===== config.mk =====
export PLATFORM = sky130hd
export DESIGN_NAME = hram_frame_writer
export DESIGN_NICKNAME = d
export VERILOG_FILES = /design/src/rtl/hram_frame_writer_pkg.sv /design/src/rtl/sat_cnt16.sv /design/src/rtl/hram_frame_writer.sv
export SDC_FILE = /design/constraint.sdc
export NUM_CORES = 1
export LEC_CHECK = 0
export CAP_MARGIN = 25
export CORE_ASPECT_RATIO = 0.6
export CORE_MARGIN = 2
export CORE_UTILIZATION = 48
export CTS_CLUSTER_DIAMETER = 200
export CTS_CLUSTER_SIZE = 10
export DETAILED_ROUTE_END_ITERATION = 6
export PLACE_DENSITY_LB_ADDON = 0.12
export SYNTH_ARGS = -nofsm -noshare
export SYNTH_HDL_FRONTEND = slang
export SYNTH_SLANG_ARGS = --single-unit

===== constraint.sdc =====
create_clock -name clk -period 3 [get_ports clk]
set_input_delay 0.9 -clock clk [delete_from_list [all_inputs] [get_ports clk]]
set_output_delay 0.9 -clock clk [all_outputs]
set_load 0.02 [all_outputs]

===== src/rtl/hram_frame_writer_pkg.sv =====
// Shared types and the buffer-selection helper for the HyperRAM triple-buffer frame writer.
package hram_fw_pkg;

   typedef enum logic [1:0] {
      IDLE    = 2'd0,
      ARM     = 2'd1,
      WRITE   = 2'd2,
      DISCARD = 2'd3
   } state_t;

   localparam int         NUM_BUF  = 3;
   localparam logic [1:0] BUF_NONE = 2'd3;

   // Lowest buffer that is neither held by the reader nor the latest published frame.
   function automatic logic [1:0] pick_buf(input logic [1:0] rd_buf,
                                           input logic [1:0] done_buf,
                                           input logic       done_valid);
      logic [1:0] excl;
      excl = done_valid ? done_buf : BUF_NONE;
      if (rd_buf != 2'd0 && excl != 2'd0)
         return 2'd0;
      else if (rd_buf != 2'd1 && excl != 2'd1)
         return 2'd1;
      else
         return 2'(NUM_BUF - 1);
   endfunction

endpackage


===== src/rtl/sat_cnt16.sv =====
// 16-bit event counter that sticks at all-ones instead of wrapping.
module sat_cnt16 (
   input  logic        clk_i,
   input  logic        rst_i,
   input  logic        inc_i,
   output logic [15:0] cnt_o
);

   logic [15:0] cnt_q;
   logic [15:0] cnt_d;

   always_comb begin
      cnt_d = cnt_q;
      if (inc_i && cnt_q != 16'hFFFF)
         cnt_d = cnt_q + 16'd1;
   end

   always_ff @(posedge clk_i) begin
      if (rst_i)
         cnt_q <= 16'd0;
      else
         cnt_q <= cnt_d;
   end

   assign cnt_o = cnt_q;

endmodule


===== src/rtl/hram_frame_writer.sv =====
// Streams FIFO pixel words into one of three HyperRAM frame buffers and publishes
// the last completed buffer without ever writing into the one the reader holds.
//
// state   | meaning
// IDLE    | capture disabled, FIFO drained
// ARM     | enabled, draining until the first frame_start
// WRITE   | writing words of the current frame to wr_buf
// DISCARD | frame complete, popping surplus words until next frame_start
module hram_frame_writer
   import hram_fw_pkg::*;
#(
   parameter int FRAME_WORDS = 81920,
   parameter int OFFSET_W    = 17,
   parameter int ADDR_W      = 22
) (
   input  logic              clk,
   input  logic              rst,
   input  logic              enable,
   input  logic              frame_start,
   input  logic [15:0]       fifo_q,
   input  logic              fifo_empty,
   output logic              fifo_deq,
   output logic              sram_req,
   input  logic              sram_ready,
   output logic              sram_rd,
   output logic [ADDR_W-1:0] sram_addr,
   output logic [15:0]       sram_wr_data,
   input  logic [1:0]        rd_buf,
   output logic [1:0]        done_buf,
   output logic              done_valid,
   output logic              frame_done,
   output logic [15:0]       overrun_cnt,
   output logic [15:0]       short_cnt
);

   localparam logic [OFFSET_W-1:0] LAST_OFS = OFFSET_W'(FRAME_WORDS - 1);

   state_t              state_q, state_d;
   logic [OFFSET_W-1:0] offset_q, offset_d;
   logic [1:0]          wr_buf_q, wr_buf_d;
   logic [1:0]          done_buf_q, done_buf_d;
   logic                done_valid_q, done_valid_d;
   logic                frame_done_q, frame_done_d;
   logic [ADDR_W-1:0]   sram_addr_q, sram_addr_d;
   logic                accept, last, short_inc, overrun_inc;

   always_comb begin
      sram_req = 1'b0;
      fifo_deq = 1'b0;
      unique case (state_q)
         IDLE:    fifo_deq = !fifo_empty;
         ARM:     fifo_deq = !fifo_empty && !frame_start;
         WRITE: begin
            sram_req = !fifo_empty;
            fifo_deq = !fifo_empty && sram_ready;
         end
         DISCARD: fifo_deq = !fifo_empty;
         default: fifo_deq = 1'b0;
      endcase
   end

   assign accept      = (state_q == WRITE) && sram_req && sram_ready;
   assign last        = accept && (offset_q == LAST_OFS);
   assign overrun_inc = (state_q == DISCARD) && !fifo_empty;

   always_comb begin
      state_d      = state_q;
      offset_d     = offset_q;
      wr_buf_d     = wr_buf_q;
      done_buf_d   = done_buf_q;
      done_valid_d = done_valid_q;
      frame_done_d = 1'b0;
      short_inc    = 1'b0;
      unique case (state_q)
         IDLE: if (enable) state_d = ARM;
         ARM, DISCARD: begin
            if (frame_start) begin
               state_d  = WRITE;
               wr_buf_d = pick_buf(rd_buf, done_buf_q, done_valid_q);
               offset_d = '0;
            end
         end
         WRITE: begin
            if (accept)
               offset_d = offset_q + OFFSET_W'(1);
            if (last) begin
               done_buf_d   = wr_buf_q;
               done_valid_d = 1'b1;
               frame_done_d = 1'b1;
               state_d      = DISCARD;
            end
            // Completion is folded in first so the reselect avoids the buffer just published.
            if (frame_start) begin
               short_inc = !last;
               state_d   = WRITE;
               wr_buf_d  = pick_buf(rd_buf, done_buf_d, done_valid_d);
               offset_d  = '0;
            end
         end
         default: state_d = IDLE;
      endcase
      if (!enable) begin
         state_d      = IDLE;
         done_buf_d   = done_buf_q;
         done_valid_d = done_valid_q;
         frame_done_d = 1'b0;
         short_inc    = 1'b0;
      end
   end

   assign sram_addr_d = ADDR_W'({wr_buf_d, offset_d});

   always_ff @(posedge clk) begin
      if (rst) begin
         state_q      <= IDLE;
         offset_q     <= '0;
         wr_buf_q     <= 2'd0;
         done_buf_q   <= 2'd0;
         done_valid_q <= 1'b0;
         frame_done_q <= 1'b0;
         sram_addr_q  <= '0;
      end else begin
         state_q      <= state_d;
         offset_q     <= offset_d;
         wr_buf_q     <= wr_buf_d;
         done_buf_q   <= done_buf_d;
         done_valid_q <= done_valid_d;
         frame_done_q <= frame_done_d;
         sram_addr_q  <= sram_addr_d;
      end
   end

   sat_cnt16 u_overrun_cnt (
      .clk_i (clk),
      .rst_i (rst),
      .inc_i (overrun_inc),
      .cnt_o (overrun_cnt)
   );

   sat_cnt16 u_short_cnt (
      .clk_i (clk),
      .rst_i (rst),
      .inc_i (short_inc),
      .cnt_o (short_cnt)
   );

   assign sram_rd      = 1'b0;
   assign sram_wr_data = fifo_q;
   assign sram_addr    = sram_addr_q;
   assign done_buf     = done_buf_q;
   assign done_valid   = done_valid_q;
   assign frame_done   = frame_done_q;

endmodule

# Word level (Yosys, flattened, before mapping)
# Cells that the tools add are included.
[totals]
output_inout_bits = 77
regBits = 79
in_bits = 24
word_cells = 78
[op_classes]
n_eq_ne = 11
addsub = 3
mux = 27
n_bitwise = 2
n_reduce_logical = 25
[ops]
columns = ["operator", "n"]
rows = [
  ["2-to-1 mux 17 bit", 3],
  ["one-hot mux 17 bit (2 select lines)", 1],
  ["adder 16 x 1 -> 16 bit, second input constant", 2],
  ["inequality test 16 bit, second input constant", 2],
  ["2-to-1 mux 2 bit", 13],
  ["adder 17 x 1 -> 17 bit, second input constant", 1],
  ["== test 17 bit, second input constant", 1],
  ["logical AND 1 bit", 12],
  ["2-to-1 mux 1 bit", 7],
  ["inequality test 2 x 1 -> 1 bit, second input constant", 3],
  ["one-hot mux 2 bit (3 select lines)", 1],
  ["nonzero test 2 bit", 3],
  ["OR reduction 2 bit", 3],
  ["== test 2 bit, second input constant", 2],
  ["one-hot mux 2 bit (2 select lines)", 1],
  ["AND reduction 2 bit", 2],
  ["logical NOT 1 bit", 3],
  ["inequality test 3 bit, second input constant", 1],
  ["one-hot mux 1 bit (3 select lines)", 1],
  ["OR reduction 3 bit", 1],
  ["== test 2 x 1 -> 1 bit, second input constant", 1],
  ["logical NOT 2 bit", 1],
  ["inequality test 2 bit, second input constant", 1],
  ["NOT 1 bit", 2],
]

# Logic depth before layout (Yosys ltp)
# Gate-level depths: netlist of run 1.
[depth]
ltp_word = 14
mapped_depth = 10
ltp_nobuf = 7

# Hierarchy
# A second synthesis of run 1 with hierarchy kept.
[unflattened]
cells_unflattened = 433
hier_area_um2 = 3472.1
[modules_own_cells]
columns = ["mod", "seq_area_each_um2", "area_each_um2", "cells_each", "instances"]
rows = [
  ["hram_frame_writer", 500.5, 1775.5, 235, 1],
  ["sat_cnt16", 320.3, 848.3, 99, 2],
]

# Worst setup path before layout of run 1
# No wires, ideal clock.
[synth_timing]
kind = "input -> output"
startpoint = "in frame_start"
endpoint = "out fifo_deq"
t_required_ns = 2.100
n_path_buf = 1
stages = 4
setup_slack_ns = 0.537
t_arrival_ns = 1.563
cell_sequence = "clkbuf_1 inv_1 mux2i_1 a21oi_1"
[synth_between]
elab_chain_len = 3
[synth_rtl]
columns = ["item", "line_no", "rtl"]
rows = [
  ["start: declaration", "hram_frame_writer.sv:19", "input logic frame_start,"],
  ["logical NOT 1 bit", "hram_frame_writer.sv:52", "ARM: fifo_deq = !fifo_empty && !frame_start;"],
  ["logical AND 1 bit", "hram_frame_writer.sv:52", ""],
  ["one-hot mux 1 bit (3 select lines)", "hram_frame_writer.sv:50", "unique case (state_q)"],
  ["end: declaration", "hram_frame_writer.sv:22", "output logic fifo_deq,"],
]
# Every way passes these cells.

# Final worst setup path of run 1
# Same ends and word-level chain as after synthesis.

==> results of run 1 <==
==> Yosys cell counts, types with 10 or more instances <==
cell type	n
dfxtp_1	57
nor2_1	36
a21oi_1	31
o21ai_0	26
nand2_1	24
buf_4	22
nand3_1	15
and3_1	12
nor2b_1	12
inv_1	10
xnor2_1	10
==> cell families (layout without fill, tap and decap cells) <==
kind of cell	count (synthesis)	count (layout)	share of synthesized area [%]
mux	12	12	4.03
xor+xnor	11	11	2.87
compound gates	102	102	19.9
flops	57	57	34.0
buf+inv	47	108	8.05
fa+ha+maj	7	7	2.61
simple gates	168	168	28.4
other cells	1	4	0.112
==> report_power, final <==
part | switching, uW | internal [uW]
sequential | 2.27 | 760
combinational | 54.2 | 32.7
clock | 356 | 709
total | 412 | 1500
==> worst paths after layout <==
kind              slack, ns  depth (start not counted)                       to                    start
setup / recovery       0.16                          5                 fifo_deq              frame_start
hold / removal         0.50                          2  done_valid$_SDFFE_PP0P_  done_valid$_SDFFE_PP0P_
setup reg to reg       0.58                          9                     flop  state_q[0]$_SDFFE_PP0P_
hold reg to reg        0.50                          2  done_valid$_SDFFE_PP0P_  done_valid$_SDFFE_PP0P_
==> routing by layer <==
metal / GRT usage, % / vias to the layer above
li1: - / 1595
met1: 32.3 / 1525
met2: 35.7 / 117
met3: 7.17 / 18
met4: 8.99 / 0
met5: 0 / -
==> final cells by class <==
class | count | area share, %
timing repair buffer | 82 | 17.8
sequential | 57 | 26.4
multi-input combinational | 304 | 45.3
clock buffer | 14 | 6.34
inverter | 10 | 0.869
tap | 87 | 2.52
clock inverter | 2 | 0.811
==> worst max-delay path: cells and delay by family <==
kind,cells,cell delay (ns)
buf+inv,3,0.85
mux,1,0.11
compound gates,1,0.08
==> through the flow <==
| stage | utilization (%) | hold WS (ns) | setup TNS [ns] |
|---|---|---|---|
| floorplan | - | 0.471 | 0 |
| finish | 64.2 | 0.496 | 0 |
| CTS | 64.2 | 0.500 | 0 |
| detailed placement | 59.6 | 0.489 | -0.275 |
| global route | 64.2 | 0.525 | 0 |
| global placement | 59.6 | 0.469 | -0.126 |
==> out/summary.log, run 1 <==
[floorplan] Die Footprint 7700 um^2
[synth] biggest area contributors in the synthesized netlist dfxtp_1 34%, buf_4 4.9%, a21oi_1 4.6%
[cells_and_area] Non-Filler Instances 556
[clock_tree] clock tree from TritonCTS done
[detailed_routing] final wirelength 8.65 mm
[grt] number of global-route vias before repair 2,895
[cells_and_area] commonest cells after routing, fill and taps aside 61 x clkdlybuf4s50_1, 57 x dfxtp_1, 36 x nor2_1, 31 x a21oi_1, 26 x o21ai_0
[synth] cell type with the largest total area after synthesis dfxtp_1
[sta] final-report setup violation count 0
[detailed_routing] number of DRC violations after detailed routing 0
[synth] most used flip-flop cell after synthesis dfxtp_1
[floorplan] Initial Util 49.9%
[synth] fraction of synthesis flops using an asynchronous set or reset pin 0%
[floorplan] chip width 112 um
[sta] worst clock skew 0.00750 ns
[clock_tree] clock slew seen by the registers of the worst setup and hold paths 0.05 ns
[placement] HPWL Detailed 6.13 mm
[grt] first-pass GRT wire length 14.3 mm
[sta] final period utilization 94.7%
[sta] Hold Violations, Final 0
[outcome] status completed
[grt] maximum number of pins on one net before global-route repair 41
[cells_and_area] fraction of final layout cells sized beyond drive strength 1 11.1%
[sta] max-slew violation total from the final report 0
[detailed_routing] Antenna Nets Post-Route 0
[sta] Final Worst Setup Slack 0.160 ns
[clock_tree] clock buffer count from CTS 9
[floorplan] Core Box Area 6730 um^2
[power] static leakage power 0.00152 uW
[sta] post-layout minimum cycle time 2.84 ns
[worst_setup_path] Critical-path top delay cell clkdlybuf4s50_1
[detailed_routing] total via count in the routed design 3,255
[detailed_routing] Met2 Routed Length 3.65 mm
[cells_and_area] Final Cell Area 4320 um^2
[floorplan] Top Ports 101
[cells_and_area] area taken by multi-input logic gates 1960 um^2
[synth] distinct cell type count after synthesis 61
[worst_setup_path] Crit path largest cell delay 0.48 ns
[clock_tree] CTS H-Tree Depth 3
[clock_tree] cts hold-fix bufs 0
[sta] setup repair after global routing missed its margin no
[synth] flop and latch count out of synthesis 57
[detailed_routing] DRT Pass-1 Iters 5
[synth] Syn Inst Count 405
[placement] Placer Congestion 0.886
[cells_and_area] register area 1140 um^2
[cells_and_area] net count reported at finish 495
[detailed_routing] routed length on met1 4.34 mm
[synth] Avg Cell Area, Syn 8.29 um^2
[floorplan] row count 23
[worst_setup_path] Worst setup EP type output port
[synth] synthesis warning total 0
[worst_setup_path] Critical Path Fanout Max 2
[grt] antenna violations before repair 0
[worst_setup_path] arrival time reported for the critical path endpoint 1.94 ns
[clock_tree] clock network latency to the later pin of the worst-skew pair 0.34 ns
[cells_and_area] relative area change from synthesis to final layout 28.7%
[detailed_routing] post-detailed-route via-to-cell ratio 5.85
[worst_setup_path] Crit Path Category in2out
[floorplan] Die Span Y 68.8 um
[clock_tree] CTS root buffer clkbuf_16
[power] Power Dens Cells 443 nW/um^2
[grt] remaining global-route overflow 0
[cells_and_area] most frequent standard cell in the layout excluding fill and tap cells clkdlybuf4s50_1
[sta] relative max-transition margin 51.7%
[worst_setup_path] Crit path required time 2.10 ns
[synth] cell area after synthesis 3360 um^2
[worst_setup_path] kind of start point of the critical path input pin
[detailed_routing] Starting DRT DRC Count 224
[cells_and_area] number of antenna repair diodes 0
[grt] overall global routing resource usage 23.7%
[cells_and_area] filler instances 596
[clock_tree] Post-CTS Setup Bufs 0
[placement] cell area reported after detailed placement 4020 um^2
[clock_tree] number of sinks driven by the clock tree 57
[power] sum of internal, switching and leakage power 1910 uW
[synth] post-synth top area share 34.0%
[placement] Setup WS pre-CTS -0.126 ns
[worst_setup_path] crit path cell chain clkdlybuf4s50_1, inv_1, mux2i_1, a21oi_1, dlygate4sd2_1
[job] maxcap violations 0
[detailed_routing] highest metal layer with signal wires met4
[detailed_routing] routed len/inst 15.6 um
[clock_tree] cells resized by post-CTS repair 2
[power] maximum vdd drop 0.000331 V
[synth] number of synthesized flops with an enable pin 0
[sta] top achievable clock speed 0.352 GHz
[worst_hold_path] class of the tightest hold or removal check reg2reg
[sta] Slew @ Worst Pin 0.725 ns
[detailed_routing] sum of met3 wire segment lengths after detailed routing 531 um
[placement] input/output buffers 64
[clock_tree] maximum number of buffers from clock root to sink 2
[placement] number of placed instances, taps included 540
[synth] sequential area share after synthesis 34.0%
Power figures use the tool's default switching activity.
==> run 2, diff against run 1 <==
- PLACE_DENSITY: default -> 0.91
- PLACE_DENSITY_LB_ADDON: 0.12 -> default
==> run 2 against run 1 <==
  * Via count up 2.8%
  * Cell area down 0.64%
  * Sequential share of layout area up 0.17 points
  * Total power down 2.4%
  * Sequential power about the same
  * Final cell count down 0.54%
  * Critical endpoint unchanged
  * Highest routed layer unchanged
==> out/summary.log, run 2 (synthesized netlist as in run 1, its figures left out) <==
[outcome] status completed
[sta] setup repair after global routing missed its margin no
[clock_tree] CTS H-Tree Depth 3 [unchanged]
[worst_setup_path] Worst setup EP type output port
[clock_tree] clock network latency to the later pin of the worst-skew pair 0.33 ns [about the same]
[worst_hold_path] number of instances on the worst hold path 2 [unchanged]
[sta] worst clock skew 0.00638 ns [-0.00112 ns]
[power] maximum vdd drop 0.000223 V [-33%]
[cells_and_area] net count reported at finish 493 [-0.40%]
[sta] relative max-transition margin 46.7% [-5.0 points]
[cells_and_area] commonest cells after routing, fill and taps aside 61 x clkdlybuf4s50_1, 57 x dfxtp_1, 36 x nor2_1, 31 x a21oi_1, 26 x o21ai_0
[grt] maximum number of pins on one net before global-route repair 45 [+9.8%]
[floorplan] row count 23 [unchanged]
[cells_and_area] relative area change from synthesis to final layout 27.9%
[floorplan] chip width 112 um [unchanged]
[clock_tree] CTS root buffer clkbuf_16
[power] part of the total power dissipated in the clock network 54.5% [-1.1 points]
[floorplan] Initial Util 49.9% [unchanged]
[worst_setup_path] Worst R2R Start state_q[0]$_SDFFE_PP0P_
[cells_and_area] number of antenna repair diodes 0 [unchanged]
[worst_setup_path] kind of start point of the critical path input pin
[job] maxcap violations 0 [unchanged]
[placement] input/output buffers 64 [unchanged]
[worst_setup_path] arrival time reported for the critical path endpoint 1.99 ns [+0.05 ns]
[grt] antenna violations before repair 0 [unchanged]
[cells_and_area] Non-Filler Instances 553 [-0.54%]
[power] switching pwr 397 uW [-3.8%]
[grt] number of global-route vias before repair 3,073 [+6.1%]
[power] static leakage power 0.00151 uW [-1.0%]
[worst_setup_path] endpoint of the lowest-slack register-to-register path u_short_cnt.cnt_o[3]$_SDFFE_PP0P_
[clock_tree] clock slew seen by the registers of the worst setup and hold paths 0.05 ns [about the same]
[placement] number of placed instances, taps included 538 [-0.37%]
[grt] remaining global-route overflow 0 [unchanged]
[floorplan] Core Box Area 6730 um^2 [unchanged]
[power] combinational fraction of design power 4.6% [about the same]
[worst_hold_path] sink of the worst hold path done_valid$_SDFFE_PP0P_
[detailed_routing] post-detailed-route via-to-cell ratio 6.05 [+3.4%]
[power] fraction of power consumed by sequential logic 40.8% [+1.0 points]
[detailed_routing] total via count in the routed design 3,347 [+2.8%]
[clock_tree] cts hold-fix bufs 0 [unchanged]
[sta] total negative setup slack 0 ns [unchanged]
[clock_tree] clock tree from TritonCTS done
[detailed_routing] Antenna Nets Post-Route 0 [unchanged]
[sta] final period utilization 96.5% [+1.8 points]
[clock_tree] clock buffer count from CTS 9 [unchanged]
[sta] final-report setup violation count 0 [unchanged]
[worst_setup_path] Critical Path Fanout Max 2 [unchanged]
[placement] Placer Congestion 0.827 [-6.6%]
[worst_setup_path] crit path cell chain clkdlybuf4s50_1, inv_1, mux2i_1, a21oi_1, dlygate4sd2_1
[worst_hold_path] worst hold start done_valid$_SDFFE_PP0P_
[cells_and_area] fraction of final layout cells sized beyond drive strength 1 10.7% [-0.36 points]
[placement] HPWL Detailed 6.30 mm [+2.6%]
[worst_setup_path] setup slack of the worst register-to-register path 0.61 ns [+0.03 ns]
[worst_setup_path] Crit Path Category in2out
[worst_setup_path] number of cell instances on the worst register-to-register path 9 [unchanged]
[detailed_routing] final wirelength 8.92 mm [+3.1%]
[clock_tree] number of sinks driven by the clock tree 57 [unchanged]
[sta] Hold Violations, Final 0 [unchanged]
[detailed_routing] number of DRC violations after detailed routing 0 [unchanged]
[floorplan] Die Footprint 7700 um^2 [unchanged]
[sta] max-slew violation total from the final report 0 [unchanged]
[floorplan] Top Ports 101 [unchanged]
[grt] first-pass GRT wire length 14.5 mm [+1.3%]
[detailed_routing] DRT Pass-1 Iters 5 [unchanged]
[worst_setup_path] Crit path required time 2.10 ns [about the same]
[power] Int Pwr 1470 uW [-2.1%]
[worst_setup_path] Crit path largest cell delay 0.42 ns [-0.06 ns]
[detailed_routing] routed len/inst 16.1 um [+3.7%]
[clock_tree] maximum number of buffers from clock root to sink 2 [unchanged]
[sta] top achievable clock speed 0.346 GHz [-1.9%]
[detailed_routing] Starting DRT DRC Count 298 [+33%]
[worst_hold_path] class of the tightest hold or removal check reg2reg
[sta] post-layout minimum cycle time 2.89 ns [+0.0540 ns]
[worst_setup_path] Critical-path top delay cell clkdlybuf4s50_1
[sta] Slew @ Worst Pin 0.800 ns [+0.0748 ns]
[floorplan] Die Span Y 68.8 um [unchanged]
[cells_and_area] most frequent standard cell in the layout excluding fill and tap cells clkdlybuf4s50_1
[power] Power Dens Cells 435 nW/um^2 [-1.8%]
[grt] overall global routing resource usage 23.6% [about the same]
[power] Switching Share 21.2% [-0.30 points]
-- run 2: cell count changes in the layout (fill, tap and decap cells not counted), sizes merged --
cell    previous run  this run
clkbuf            14        12
buf               19        17
clkinv             1         2
-- run 2: how the worst max path moves through the flow --
| stage | end | start |
|---|---|---|
| after CTS | fifo_deq | frame_start |
| after global routing | fifo_deq | frame_start |
| after global placement | fifo_deq | frame_start |
| after floorplan | fifo_deq | frame_start |
| after detailed placement | fifo_deq | frame_start |
| final | fifo_deq | frame_start |
-- run 2: area by class of cell --
cell class,count,area [um^2]
flip-flops and latches,57,1140
well taps,87,109
repair buffers,80,753
inverters,10,37.5
fillers,555,2440
clock inverters,3,40.0
clock buffers,12,256
multi-input cells,304,1960
-- run 2: metrics by stage --
stage	setup WS, ns	hold WS [ns]	power [uW]	utilization, %	area, um^2
2_1_floorplan	0.537	0.471	863	-	3370
3_3_place_gp	-0.161	0.468	860	59.4	4000
3_5_place_dp	-0.160	0.482	862	59.4	4000
4_1_cts	0.110	0.489	1880	63.8	4290
5_1_grt	0.0590	0.509	1930	63.8	4290
6_report	0.106	0.487	1870	63.8	4290
-- run 2: repair_timing --
item / 4_1_cts / 5_1_grt
gates resized for setup: 2 / 0
endpoints found under the hold margin: 0 / 0
endpoints found under the setup margin: 2 / 0
setup buffers: 0 / 0
-- run 2: power groups by stage --
stage / clock, uW / combinational [uW] / sequential (uW)
3_3_place_gp: 0 / 82.0 / 778
3_5_place_dp: 0 / 84.2 / 778
4_1_cts: 1030 / 84.8 / 762
5_1_grt: 1070 / 93.2 / 762
6_report: 1020 / 86.4 / 763
2_1_floorplan: 0 / 84.9 / 778
-- run 2: routing by layer --
metal | vias to the layer above | wire length [um] | GRT usage (%)
met5 | - | 0 | 0
met4 | 0 | 130 | 10.8
met3 | 12 | 624 | 6.64
met2 | 143 | 4200 | 39.5
met1 | 1605 | 3960 | 29.3
li1 | 1587 | - | -
-- run 2: worst max-delay path: cells and delay by family --
family                 cells  cell delay (ns)
AOI/OAI and AO/OA          1             0.13
buffers and inverters      3             0.88
muxes                      1             0.08
==> run 3, diff against run 2 <==
- SKIP_CTS_REPAIR_TIMING: default -> 1
==> run 3 against run 2 <==
  * Via count increased by 0.75%
  * Sequential cell count unchanged
  * Critical path depth unchanged
  * Global-route usage unchanged
  * Highest routed layer unchanged
  * Critical endpoint unchanged
  * Die area unchanged
  * Wire length increased by 0.28%
  * Clock power about the same
  * Total power increased by 0.17%
==> out/summary.log, run 3 (synthesized netlist as in run 1, its figures left out) <==
[outcome] status completed
[floorplan] Core Box Area 6730 um^2 [unchanged]
[cells_and_area] Non-Filler Instances 553 [unchanged]
[floorplan] Die Span Y 68.8 um [unchanged]
[cells_and_area] area taken by multi-input logic gates 1960 um^2 [unchanged]
[detailed_routing] Starting DRT DRC Count 282 [-5.4%]
[detailed_routing] number of DRC violations after detailed routing 0 [unchanged]
[placement] Placer Congestion 0.827 [unchanged]
[sta] final period utilization 92.8% [-3.7 points]
[worst_setup_path] Crit path required time 2.10 ns [about the same]
[clock_tree] clock tree from TritonCTS done
[floorplan] Die Footprint 7700 um^2 [unchanged]
[worst_hold_path] sink of the worst hold path done_valid$_SDFFE_PP0P_
[detailed_routing] DRT Pass-1 Iters 6 [+1]
[cells_and_area] net count reported at finish 493 [unchanged]
[placement] number of placed instances, taps included 538 [unchanged]
[detailed_routing] Antenna Nets Post-Route 0 [unchanged]
[grt] number of global-route vias before repair 3,073 [unchanged]
[floorplan] Initial Util 49.9% [unchanged]
[cells_and_area] register area 1140 um^2 [unchanged]
[cells_and_area] relative area change from synthesis to final layout 28.1%
[sta] max-slew violation total from the final report 0 [unchanged]
[cells_and_area] fraction of final layout cells sized beyond drive strength 1 10.7% [unchanged]
[grt] first-pass GRT wire length 14.5 mm [unchanged]
[clock_tree] CTS H-Tree Depth 3 [unchanged]
[sta] Hold Violations, Final 0 [unchanged]
[sta] worst hold slack across all endpoints 0.487 ns [unchanged]
[power] Power Dens Cells 435 nW/um^2 [about the same]
[worst_setup_path] Worst setup EP type output port
[cells_and_area] commonest cells after routing, fill and taps aside 61 x clkdlybuf4s50_1, 57 x dfxtp_1, 36 x nor2_1, 31 x a21oi_1, 26 x o21ai_0
[worst_setup_path] Crit Path Category in2out
[power] static leakage power 0.00153 uW [+1.5%]
[sta] post-layout minimum cycle time 2.78 ns [-0.110 ns]
[worst_hold_path] number of instances on the worst hold path 2 [unchanged]
[cells_and_area] Final Cell Area 4300 um^2 [+0.17%]
[sta] top achievable clock speed 0.359 GHz [+4.0%]
[floorplan] Top Ports 101 [unchanged]
[floorplan] chip width 112 um [unchanged]
[clock_tree] clock slew seen by the registers of the worst setup and hold paths 0.05 ns [about the same]
[worst_hold_path] class of the tightest hold or removal check reg2reg
[worst_setup_path] arrival time reported for the critical path endpoint 1.88 ns [-0.11 ns]
[cells_and_area] most frequent standard cell in the layout excluding fill and tap cells clkdlybuf4s50_1
[clock_tree] CTS root buffer clkbuf_16
[sta] total negative setup slack 0 ns [unchanged]
[detailed_routing] post-detailed-route via-to-cell ratio 6.10 [+0.75%]
[detailed_routing] final wirelength 8.94 mm [+0.28%]
[cells_and_area] final standard cell utilization of the core 63.9% [+0.11 points]
[grt] antenna violations before repair 0 [unchanged]
[worst_setup_path] Worst R2R Start state_q[0]$_SDFFE_PP0P_
[power] maximum vdd drop 0.000224 V [+0.15%]
[sta] worst clock skew 0.00594 ns [-0.000438 ns]
[clock_tree] clock buffer count from CTS 9 [unchanged]
[cells_and_area] filler instances 553 [-0.36%]
[job] maxcap violations 0 [unchanged]
[worst_setup_path] number of cell instances on the worst register-to-register path 9 [unchanged]
[grt] maximum number of pins on one net before global-route repair 45 [unchanged]
[grt] remaining global-route overflow 0 [unchanged]
[worst_setup_path] Critical Path Fanout Max 2 [unchanged]
[cells_and_area] number of antenna repair diodes 0 [unchanged]
[clock_tree] number of sinks driven by the clock tree 57 [unchanged]
[sta] setup repair after global routing missed its margin no
[grt] overall global routing resource usage 23.6% [unchanged]
[clock_tree] clock network latency to the later pin of the worst-skew pair 0.33 ns [about the same]
[detailed_routing] total via count in the routed design 3,372 [+0.75%]
[floorplan] row count 23 [unchanged]
[sta] relative max-transition margin 46.6% [-0.13 points]
[worst_setup_path] setup slack of the worst register-to-register path 0.60 ns [about the same]
[clock_tree] maximum number of buffers from clock root to sink 2 [unchanged]
[worst_hold_path] worst hold start done_valid$_SDFFE_PP0P_
[detailed_routing] routed len/inst 16.2 um [+0.28%]
[sta] Slew @ Worst Pin 0.802 ns [+0.00188 ns]
[placement] input/output buffers 64 [unchanged]
[placement] cell area reported after detailed placement 4000 um^2 [unchanged]
[worst_setup_path] kind of start point of the critical path input pin
[placement] HPWL Detailed 6.30 mm [unchanged]
[sta] final-report setup violation count 0 [unchanged]
-- run 3: how the worst max path moves through the flow --
stage / start / end
2_1_floorplan: frame_start / fifo_deq
3_3_place_gp: frame_start / fifo_deq
3_5_place_dp: frame_start / fifo_deq
4_1_cts: frame_start / fifo_deq
5_1_grt: fifo_empty / flop
6_report: frame_start / fifo_deq
-- run 3: worst max-delay path: stages --
cell and delay, ns:
clkdlybuf4s50_1 0.42, inv_1 0.12, mux2i_1 0.08, a21oi_1 0.13, dlymetal6s2s_1 0.23
-- run 3: cell type report --
| class | instances | area share (%) |
|---|---|---|
| multi-input cells | 304 | 45.5 |
| flip-flops and latches | 57 | 26.5 |
| repair buffers | 80 | 17.7 |
| clock buffers | 12 | 5.96 |
| well taps | 87 | 2.53 |
| clock inverters | 3 | 0.931 |
| inverters | 10 | 0.873 |
-- run 3: metrics by stage --
stage / worst slack, ns / total power (uW)
floorplan: 0.537 / 863
global placement: -0.161 / 860
detailed placement: -0.160 / 862
CTS: -0.170 / 1880
global route: 0.143 / 1930
finish: 0.216 / 1870
-- run 3: where the power goes --
part	switching, uW	internal [uW]	leakage [uW]
clock	342	679	0.000148
combinational	55.4	31.9	0.000924
sequential	2.33	760	0.000459
-- run 3: metal layers --
metal	vias to the layer above	part of all wire (%)	track usage, %
li1	1585	-	-
met1	1611	45	29.3
met4	0	2.0	10.8
met5	-	0	0
met2	154	46	39.5
met3	22	6.9	6.64
